[src/rtl/tt_scan_pkg.sv]
// Shared types and constants for the truth-table scanner of the
// w = d ? ~(a & b) : ~c gate.
package tt_scan_pkg;

  localparam int VEC_W = 4;
  localparam int N_VEC = 16;

  // Golden table, bit index = {a,b,c,d} with a as the MSB.
  localparam logic [N_VEC-1:0] GATE_W_TABLE = 16'h1BBB;

  typedef enum logic [1:0] {
    IDLE,
    SETTLE,
    SAMPLE,
    DONE
  } scan_state_t;

  function automatic logic [VEC_W-1:0] next_vec(input logic [VEC_W-1:0] v);
    return v + VEC_W'(1);
  endfunction

endpackage

[src/rtl/tt_settle_timer.sv]
// Settle-window counter: counts enabled cycles and flags the last one.
// Synchronous clear has priority over enable.
module tt_settle_timer #(
  parameter int SETTLE_CYCLES = 4
) (
  input  logic clk,
  input  logic rst,
  input  logic clear,
  input  logic enable,
  output logic tc
);

  logic [7:0] cnt;

  always_ff @(posedge clk) begin
    if (rst || clear) begin
      cnt <= '0;
    end else if (enable) begin
      cnt <= cnt + 8'd1;
    end
  end

  assign tc = (cnt == 8'(SETTLE_CYCLES - 1));

endmodule

[src/rtl/tt_scanner.sv]
// Drives all 16 {a,b,c,d} vectors onto the gate, samples w after each settle window
// and builds the observed truth table. Golden compare is built only with TT_SCAN_COMPARE_EN.
module tt_scanner
  import tt_scan_pkg::*;
#(
  parameter int               SETTLE_CYCLES = 4,
  parameter logic [N_VEC-1:0] EXPECTED      = GATE_W_TABLE
) (
  input  logic              clk,
  input  logic              rst,
  input  logic              start,
  input  logic              w_in,
  output logic [VEC_W-1:0]  abcd,
  output logic              busy,
  output logic              done,
  output logic [N_VEC-1:0]  table_out,
  output logic              mismatch,
  output logic [VEC_W-1:0]  fail_idx
);

  scan_state_t      state;
  logic [VEC_W-1:0] idx;
  logic             timer_clear;
  logic             timer_en;
  logic             settle_tc;
  logic             launch;

  assign launch      = start && (state == IDLE || state == DONE);
  assign timer_clear = launch || (state == SAMPLE);
  assign timer_en    = (state == SETTLE);

  tt_settle_timer #(
    .SETTLE_CYCLES(SETTLE_CYCLES)
  ) u_timer (
    .clk    (clk),
    .rst    (rst),
    .clear  (timer_clear),
    .enable (timer_en),
    .tc     (settle_tc)
  );

`ifdef TT_SCAN_COMPARE_EN
  logic             mismatch_q;
  logic [VEC_W-1:0] fail_idx_q;

  assign mismatch = mismatch_q;
  assign fail_idx = fail_idx_q;
`else
  wire unused_expected = ^EXPECTED;

  assign mismatch = 1'b0;
  assign fail_idx = '0;
`endif

  always_ff @(posedge clk) begin
    if (rst) begin
      state     <= IDLE;
      idx       <= '0;
      abcd      <= '0;
      busy      <= 1'b0;
      done      <= 1'b0;
      table_out <= '0;
`ifdef TT_SCAN_COMPARE_EN
      mismatch_q <= 1'b0;
      fail_idx_q <= '0;
`endif
    end else begin
      case (state)
        IDLE, DONE: begin
          if (start) begin
            idx       <= '0;
            abcd      <= '0;
            table_out <= '0;
            busy      <= 1'b1;
            done      <= 1'b0;
            state     <= SETTLE;
`ifdef TT_SCAN_COMPARE_EN
            mismatch_q <= 1'b0;
            fail_idx_q <= '0;
`endif
          end
        end
        SETTLE: begin
          if (settle_tc) begin
            state <= SAMPLE;
          end
        end
        SAMPLE: begin
          table_out[idx] <= w_in;
`ifdef TT_SCAN_COMPARE_EN
          // An X/Z sample makes the compare unknown, so it never flags here.
          if ((w_in != EXPECTED[idx]) && !mismatch_q) begin
            mismatch_q <= 1'b1;
            fail_idx_q <= idx;
          end
`endif
          if (idx == VEC_W'(N_VEC - 1)) begin
            busy  <= 1'b0;
            done  <= 1'b1;
            state <= DONE;
          end else begin
            idx   <= next_vec(idx);
            abcd  <= next_vec(idx);
            state <= SETTLE;
          end
        end
        default: state <= IDLE;
      endcase
    end
  end

endmodule

[config.mk]
export PLATFORM = sky130hd
export DESIGN_NAME = tt_scanner
export DESIGN_NICKNAME = d
export VERILOG_FILES = /design/src/rtl/tt_scan_pkg.sv /design/src/rtl/tt_settle_timer.sv /design/src/rtl/tt_scanner.sv
export SDC_FILE = /design/constraint.sdc
export NUM_CORES = 1
export LEC_CHECK = 0
export BUFFER_PORTS_ARGS = -buffer_cell sky130_fd_sc_hd__clkbuf_2
export CELL_PAD_IN_SITES_DETAIL_PLACEMENT = 2
export CELL_PAD_IN_SITES_GLOBAL_PLACEMENT = 2
export CORE_UTILIZATION = 35
export DETAILED_ROUTE_END_ITERATION = 10
export GPL_TIMING_DRIVEN = 0
export HOLD_SLACK_MARGIN = 0.02
export PLACE_DENSITY = 0.8
export SYNTH_ARGS = -nofsm -noshare
export SYNTH_HDL_FRONTEND = slang
export SYNTH_HIERARCHICAL = 1
export SYNTH_SLANG_ARGS = --single-unit
[constraint.sdc]
create_clock -name clk -period 5.2 [get_ports clk]
set_clock_uncertainty 0.2 [all_clocks]
set_input_delay 0.78 -clock clk [delete_from_list [all_inputs] [get_ports clk]]
set_output_delay 0.78 -clock clk [all_outputs]
set_load 0.02 [all_outputs]
==> run summary, run 1 <==
The run finished with clean final reports. The warning count from the yosys run is 6. On the final layout, the worst hold slack is 277 ps. Yosys mapped the design onto 44 distinct sky130hd cell types.

The area taken by multi-input logic gates came out at 933 um2. The detailed-routing iteration count for the pre-antenna-repair pass came out at 4. The netlist area before placement is 0.00176 mm2. The post-detailed-route via-to-cell ratio came out at 5.31. Yosys mapped a number of flops with a built-in enable equal to 0.

In this run the worst hold path is classified as reg -> reg. The worst hold path was traced through 2 stages. The finished layout holds 307 standard cells, fillers aside.

The slew at the pin with the worst max-slew slack came out at 573 ps. STA classifies the critical path startpoint as a register. The clock tree from TritonCTS is built.

The number of buffer cells added on primary ports came out at 25. After floorplanning, the core was sized to cover 0.00479 mm2. The final setup TNS came out at 0 ps. The die covers 0.00531 mm2. The leakage power is 0.780 nW.

Measured along the x axis, the die boundary spans 72.8 um. The starting DRC count in detailed routing is 58. The tightest slew margin relative to the limit came out at 0.618. The flop and latch count out of synthesis came out at 32. The overall power after layout came out at 566 uW. The routed wire length per instance came out at 17.4 um. The total clock buffers created by CTS is 5. The average instance in the mapped netlist occupies 8.65 um2. The overall overflow remaining after global route is 0. The final number of max-transition violations is 0.

VDD sags by at most 0.112 mV. Across the run, the number of max-cap violations was 0. Along the worst path, the maximum fanout reaches 5. The initial utilization of the core area, before any placement, comes to 0.367. The detailed router placed 1630 vias in this run. The clock edge transition at the registers on the reported setup and hold paths is 70 ps. The initialized floorplan defines 25 standard-cell rows. In this run the cell area measured after placement is 0.00198 mm2. The routability congestion estimate from global placement came out at 0.763. The clock latency of the later-clocked register in the worst-skew pair is 290 ps. The repair_antennas step left the layout with diodes totalling 0.

Data arrives at the worst endpoint at 2280 ps. The critical path required time came out at 5180 ps. The commonest cells after synthesis are 32 x sky130_fd_sc_hd__dfxtp_1, 22 x sky130_fd_sc_hd__a21oi_1, 22 x sky130_fd_sc_hd__inv_1. The worst hold path terminates at table_out[8]$_SDFFE_PP0P_.

The depth of the worst register-to-register path came out at 6. In this run the critical register-to-register path is launched from u_timer/cnt[1]$_SDFFE_PP0P_. The deepest clock path buffer count is 2. The global-route wire length before repair is 8940 um.

Setup violations remaining at the end of the flow were counted as 0. The number of hold violations in the final report was 0. Once detailed placement completed, the half-perimeter wirelength came to 3750 um. For this block, the routed nets add up to 5330 um of wire. The number of gates resized after CTS is 0. After synthesis, the cell types taking the most area are sky130_fd_sc_hd__dfxtp_1 36%, sky130_fd_sc_hd__o32ai_1 7.5%, sky130_fd_sc_hd__ha_1 6.4%, sky130_fd_sc_hd__a21oi_1 6.3%, sky130_fd_sc_hd__inv_1 4.7%. In this run the remaining antenna-violating nets after routing total 0.

In the final design database the tool counted 252 nets. The maximum number of pins on one net before global-route repair is 11. The synthesized design spends more area on one cell type than any other, namely sky130_fd_sc_hd__dfxtp_1. The buffer type at the clock tree root is sky130_fd_sc_hd__clkbuf_8. 31 I/O pins were placed. The worst min-delay path startpoint is table_out[8]$_SDFFE_PP0P_. The setup slack on the worst flop-to-flop path is 2900 ps. The setup path with the least slack is of type reg -> reg.

The leading cell type by number of instances after synthesis is sky130_fd_sc_hd__dfxtp_1. The cell area after layout is 0.00209 mm2. The number of global-route vias before repair is 1693. The cell count after synthesis came out at 203. The part of the Yosys area used for sequential elements is 0.365. The portion of the clock cycle consumed by the worst path in the final layout came out at 0.443. The die span in y came out at 72.8 um.

The worst setup path is captured at a register. The most used flip-flop cell after synthesis is sky130_fd_sc_hd__dfxtp_1. Across every metal layer, demand over resource in global routing totals 0.228.

The remaining routing DRC violations came out at 0. In the synthesized netlist the async set-or-reset flop fraction comes to 0. The area share of the largest cell type after synthesis is 0.365.

The power density of the placed cells came out at 271 mW/mm2. The peak clock frequency supported by timing is 435 MHz. The number of H-tree levels came out at 2.

For this design, the CTS-stage hold fixing added 0 buffers. The sequential standard cell area is 641 um2. The ratio of cells with drive above 1 in the final layout came out at 0.229.

The endpoint identified for the worst register-to-register timing path is state[0]$_SDFFE_PP0P_. The initial antenna violation count is 0. Setup repair after global routing left no endpoint under its margin. The area growth from synthesis to layout is 18.9%. The number of buffers added for setup after CTS came out at 0. Counting I/O delays and the setup requirement, the final critical path takes 2300 ps.

The total instance count after detailed placement is 299. The clock net sink count came out at 32. The final-layout fill cell count came out at 562.
## metrics by stage
step	setup slack, ps	utilization
after CTS	2900	0.436
after global routing	2740	0.436
after floorplan	3290	-
after global placement	2910	0.414
after detailed placement	2860	0.414
final	2900	0.436
## power breakdown
part / switching [mW] / leakage [nW] / internal [mW]
Combinational: 0.0434 / 0.467 / 0.0268
Sequential: 0.00423 / 0.258 / 0.249
Clock: 0.100 / 0.0552 / 0.142
Total: 0.148 / 0.780 / 0.418
## logic make-up after synthesis
group / after synthesis / share of synthesized area
muxes: 3 / 0.0271
adders and majority gates: 9 / 0.0641
and+or+nand+nor: 58 / 0.197
DFF: 32 / 0.365
other: 1 / 0.00213
buffers and inverters: 41 / 0.113
xor gates and xnor gates: 4 / 0.0199
AOI/OAI and AO/OA: 55 / 0.213
## layer usage
layer  part of all wire  routed length (um)  GRT usage  vias to the layer above
met4              0.015                  82     0.0784                        0
met2               0.52                2790      0.417                       24
li1                   -                   -          -                      798
met3              0.026                 138     0.0428                        7
met5                  0                   0          0                        -
met1               0.44                2320      0.264                      801
## state kept, by name, summed over array words and instances (netlist names)
| register | count |
|---|---|
| busy | 1 |
| done | 1 |
| idx | 4 |
| state | 2 |
| table_out | 16 |
| u_timer/cnt | 8 |
## worst max-delay path by stage
stage | startpoint | endpoint | slack (ps) | cells past startpoint
3_5_place_dp | rst | table_out[12]$_SDFFE_PP0P_ | 2860 | 5
6_report | u_timer/cnt[1]$_SDFFE_PP0P_ | state[0]$_SDFFE_PP0P_ | 2900 | 6
3_3_place_gp | rst | table_out[12]$_SDFFE_PP0P_ | 2910 | 5
5_1_grt | u_timer/cnt[0]$_SDFFE_PP0P_ | state[0]$_SDFFE_PP0P_ | 2740 | 6
4_1_cts | u_timer/cnt[0]$_SDFFE_PP0P_ | state[0]$_SDFFE_PP0P_ | 2900 | 6
2_1_floorplan | state[0]$_SDFFE_PP0P_ | u_timer/cnt[5]$_SDFFE_PP0P_ | 3290 | 8
## cell type report
class,count,share of cell area
clock inverters,2,0.0168
repair buffers,25,0.0599
plain buffers,19,0.0551
clock buffers,6,0.0348
flip-flops and latches,32,0.307
multi-input cells,134,0.447
well taps,67,0.0401
inverters,22,0.0395
## critical path, cell delays in order, from the launching register on
cell                       delay [ps]
sky130_fd_sc_hd__dfxtp_1          420
sky130_fd_sc_hd__ha_1             210
sky130_fd_sc_hd__or4b_1           430
sky130_fd_sc_hd__nor4_1           320
sky130_fd_sc_hd__nand2b_1         220
sky130_fd_sc_hd__a21oi_1           90
sky130_fd_sc_hd__a311oi_1         310
## placed cells by master, fill, tap and decap left out, types with 3 or more instances in the layout
cell / n
sky130_fd_sc_hd__or3b_2: 4
sky130_fd_sc_hd__nand2_1: 9
sky130_fd_sc_hd__buf_4: 8
sky130_fd_sc_hd__clkbuf_8: 5
sky130_fd_sc_hd__buf_2: 5
sky130_fd_sc_hd__conb_1: 5
sky130_fd_sc_hd__nand2b_1: 7
sky130_fd_sc_hd__o32ai_1: 15
sky130_fd_sc_hd__nand3b_1: 7
sky130_fd_sc_hd__nor2_1: 6
sky130_fd_sc_hd__xor2_1: 3
sky130_fd_sc_hd__o21ai_0: 3
sky130_fd_sc_hd__nand4_1: 9
sky130_fd_sc_hd__a21oi_1: 22
sky130_fd_sc_hd__clkbuf_1: 6
sky130_fd_sc_hd__ha_1: 9
sky130_fd_sc_hd__inv_1: 22
sky130_fd_sc_hd__dfxtp_1: 32
sky130_fd_sc_hd__clkbuf_2: 25
sky130_fd_sc_hd__nand3_1: 5
No activity file was read; power rests on OpenSTA's default activity.
==> run 2, diff against run 1 <==
ABC_AREA = 1   (was unset)
CORE_UTILIZATION = 32   (was 35)
PLACE_DENSITY = 0.75   (was 0.8)
clock period = 2.41 ns   (was 5.2 ns; I/O delays follow)
==> run 2 against run 1 <==
  * Total power rose to 2.8 times the previous value
  * First-iteration DRC count shrank 3.4%
  * Sequential cell count did not move
  * Maximum frequency up 11%
  * Synthesized cell count rose by 17%
  * Sequential share of layout area is 1.2 points lower
  * Critical path type unchanged
  * Critical endpoint is now u_timer/cnt[3]$_SDFFE_PP0P_
==> run summary, run 2 <==
Timing analysis after detailed placement gives a worst setup slack of 346 ps. The overall power after layout came out at 1.59 mW. The count of standard-cell rows is 27. The die width came out at 78.1 um. For this run, the share of the core covered by cells in the final layout is 0.392. The critical path startpoint category is a register. The first global-routing pass estimated 8420 um of wire. The total wirelength of the detailed-routed design came out at 4870 um. The routed wire length per instance came out at 14.1 um.

The clock net sink count came out at 32. In this run the tightest slew margin relative to its limit is 0.631. The remaining routing DRC violations is 0. The register with the most flip-flops in the final layout is table_out. The portion of the clock cycle consumed by the worst path in the final layout came out at 0.857. The initial antenna violation count came out at 0. At the worst endpoint, the required time is 2420 ps. The final number of max-transition violations came out at 0. The H-tree generated during clock tree synthesis spans 2 levels.

At the end of the flow, the number of nets in the layout was 286. The post-layout instance count excluding filler cells is 346. The critical path class is reg -> reg.

The post-detailed-route via-to-cell ratio came out at 4.79. sky130_fd_sc_hd__nand2_1 is the most common cell in the netlist. The endpoint class of the critical path is a register. Hold repair after CTS inserted 0 buffers.

The number of buffer cells added on primary ports came out at 25. The switching power summed over all nets is 600 uW. The distinct cell type count of the synthesized netlist came out at 27. The commonest non-fill, non-tap cell in the layout is sky130_fd_sc_hd__nand2_1.

Final hold analysis gives a worst-case slack of 187 ps. The power density of the placed cells is 733 mW/mm2. The worst supply voltage drop on vdd is 0.250 mV.

The worst register-to-register path begins at state[0]$_SDFFE_PP0P_. Summed over all instances, the cell type with the most area after synthesis is sky130_fd_sc_hd__dfxtp_1. The register with the most flip-flops in the layout has 16 of them. The worst min-delay path startpoint is rst.

The total clock buffers created by CTS is 5. The part of the power in registers is 0.367. The share of total power dissipated in the clock network is 0.273. Static timing analysis puts the maximum clock frequency at 484 MHz.

Setup repair after global routing left no endpoint under its margin. Summed over all layers, the global routing overflow is 0. The area growth from synthesis to layout is 17.3%.

The clock edge transition at the registers on the reported setup and hold paths came out at 70 ps. Ranked by instance count, the synthesized netlist is headed by 55 x sky130_fd_sc_hd__nand2_1, 32 x sky130_fd_sc_hd__dfxtp_1, 21 x sky130_fd_sc_hd__inv_1. The starting DRC count in detailed routing came out at 56. The number of global-route vias before repair came out at 1703. Counting flops with a built-in enable in the synthesized netlist gives 0. The number of diodes added for antenna fixing came out at 0. Of the cells placed in the final design, the portion with a size suffix greater than 1 is 0.310. The slew at the pin with the worst max-slew slack came out at 551 ps. The netlist area before placement is 0.00185 mm2. Max-cap violations in this run came to 0. The area share of the largest cell type after synthesis came out at 0.346. The leakage power came out at 0.942 nW. The HPWL after detailed placement is 3700 um. The worst setup slack after layout came out at 345 ps. The instance area after placement is 0.00208 mm2.

Clock tree synthesis selected as its root buffer the cell sky130_fd_sc_hd__clkbuf_8. The synthesized design contains 32 register bits. The total via count after detailed routing came out at 1659. The residual antenna-violating net count after detailed routing came out at 0.

The power share of the combinational group is 0.360. Subtracting the final worst setup slack from the clock period gives 2060 ps. The number of hold violations in the final report is 0.

The congestion estimate from routability-driven global placement came to 0.687. The number of ports placed on the die boundary is 31. The number of gates resized after CTS came out at 0. The clock tree from TritonCTS is built. Post-CTS timing repair inserted 0 buffers for setup. The final setup TNS is 0 ps. The run finished with clean final reports. The effective utilization at floorplan came out at 0.334. By area the synthesized netlist is led by sky130_fd_sc_hd__dfxtp_1 35%, sky130_fd_sc_hd__nand2_1 11%, sky130_fd_sc_hd__o22ai_2 6.8%, sky130_fd_sc_hd__ha_1 6.1%, sky130_fd_sc_hd__nand3_1 5.4%. After detailed placement, the design holds a cell count of 338. The maximum number of pins on one net before global-route repair is 11. With fillers left out, the area of the finished cells amounts to 0.00217 mm2. The launch point of the worst path is state[0]$_SDFFE_PP0P_.

The switching share of power came out at 0.377. The arrival time reported for the critical path endpoint came out at 2080 ps. The deepest clock path buffer count came out at 2. In the final layout, the registers with the most flip-flops are table_out (16), u_timer/cnt (8), idx (4). The clock latency of the later-clocked register in the worst-skew pair came out at 290 ps. The floorplan step set the die height to 78.1 um. Yosys printed 6 warnings. The most common flop cell mapped by yosys is sky130_fd_sc_hd__dfxtp_1. The post-synthesis average cell area came out at 7.81 um2. After filler insertion, the fill cell instance count of the layout stands at 686. For this run, the total global-route usage over all layers was measured as 0.179. In the synthesized netlist the async set-or-reset flop fraction comes to 0. The maximum fanout count along the critical path came out at 8. The part of the Yosys area used for sequential elements is 0.346. The area enclosed by the die boundary is 0.00609 mm2. The detailed-routing iteration count for the pre-antenna-repair pass came out at 4.

The floorplan step defined a core boundary enclosing 0.00554 mm2. The cell count after synthesis came out at 237. The final count of negative-setup-slack endpoints came out at 0.

The worst hold path class is in -> reg. In the layout the commonest cells are 55 x sky130_fd_sc_hd__nand2_1, 32 x sky130_fd_sc_hd__dfxtp_1, 25 x sky130_fd_sc_hd__clkbuf_2. The cell-internal power is 993 uW.
[run 2: per-layer routing]
metal | vias to the layer above | track usage | share of wire
li1 | 831 | - | -
met1 | 797 | 0.233 | 0.48
met2 | 26 | 0.295 | 0.47
met3 | 5 | 0.0384 | 0.030
met4 | 0 | 0.0556 | 0.012
met5 | - | 0 | 0
[run 2: power groups by stage]
| stage | clock, mW | combinational [mW] | sequential [mW] |
|---|---|---|---|
| floorplan | 0 | 0.439 | 0.609 |
| global placement | 0 | 0.562 | 0.596 |
| detailed placement | 0 | 0.577 | 0.597 |
| CTS | 0.459 | 0.585 | 0.585 |
| global route | 0.477 | 0.646 | 0.589 |
| finish | 0.435 | 0.574 | 0.584 |
[run 2: cells by family after synthesis]
logic type               after synthesis  synth area share
flip-flops                            32             0.346
other                                  1           0.00203
AND/OR/NAND/NOR                      108             0.280
buffers and inverters                 41             0.125
adder cells (fa/ha/maj)                9            0.0608
AO/OA/AOI/OAI                         46             0.186
[run 2: final timing paths]
| check | slack [ps] | to | cells past startpoint |
|---|---|---|---|
| worst max-delay path | 350 | u_timer/cnt[3]$_SDFFE_PP0P_ | 7 |
| worst min-delay path | 190 | state[1]$_SDFFE_PP0P_ | 2 |
| worst min register to register | 260 | done$_SDFFE_PP0P_ | 2 |
| worst max register to register | 350 | u_timer/cnt[3]$_SDFFE_PP0P_ | 7 |
[run 2: final cells by class]
type                       count  area, um2  share of cell area
multi-input combinational    168        995               0.458
sequential                    32        641               0.295
timing repair buffer          25        125              0.0576
buffer                        13        121              0.0559
inverter                      28        110              0.0507
clock buffer                   8       90.1              0.0415
tap                           72       90.1              0.0415
[run 2: worst max-delay path: stages (launching register included)]
cell and delay (ps):
sky130_fd_sc_hd__dfxtp_1 370, sky130_fd_sc_hd__inv_1 80, sky130_fd_sc_hd__ha_1 360, sky130_fd_sc_hd__inv_2 110, sky130_fd_sc_hd__o21ai_0 80, sky130_fd_sc_hd__nor2_1 450
sky130_fd_sc_hd__o21ai_1 180, sky130_fd_sc_hd__a21oi_1 150
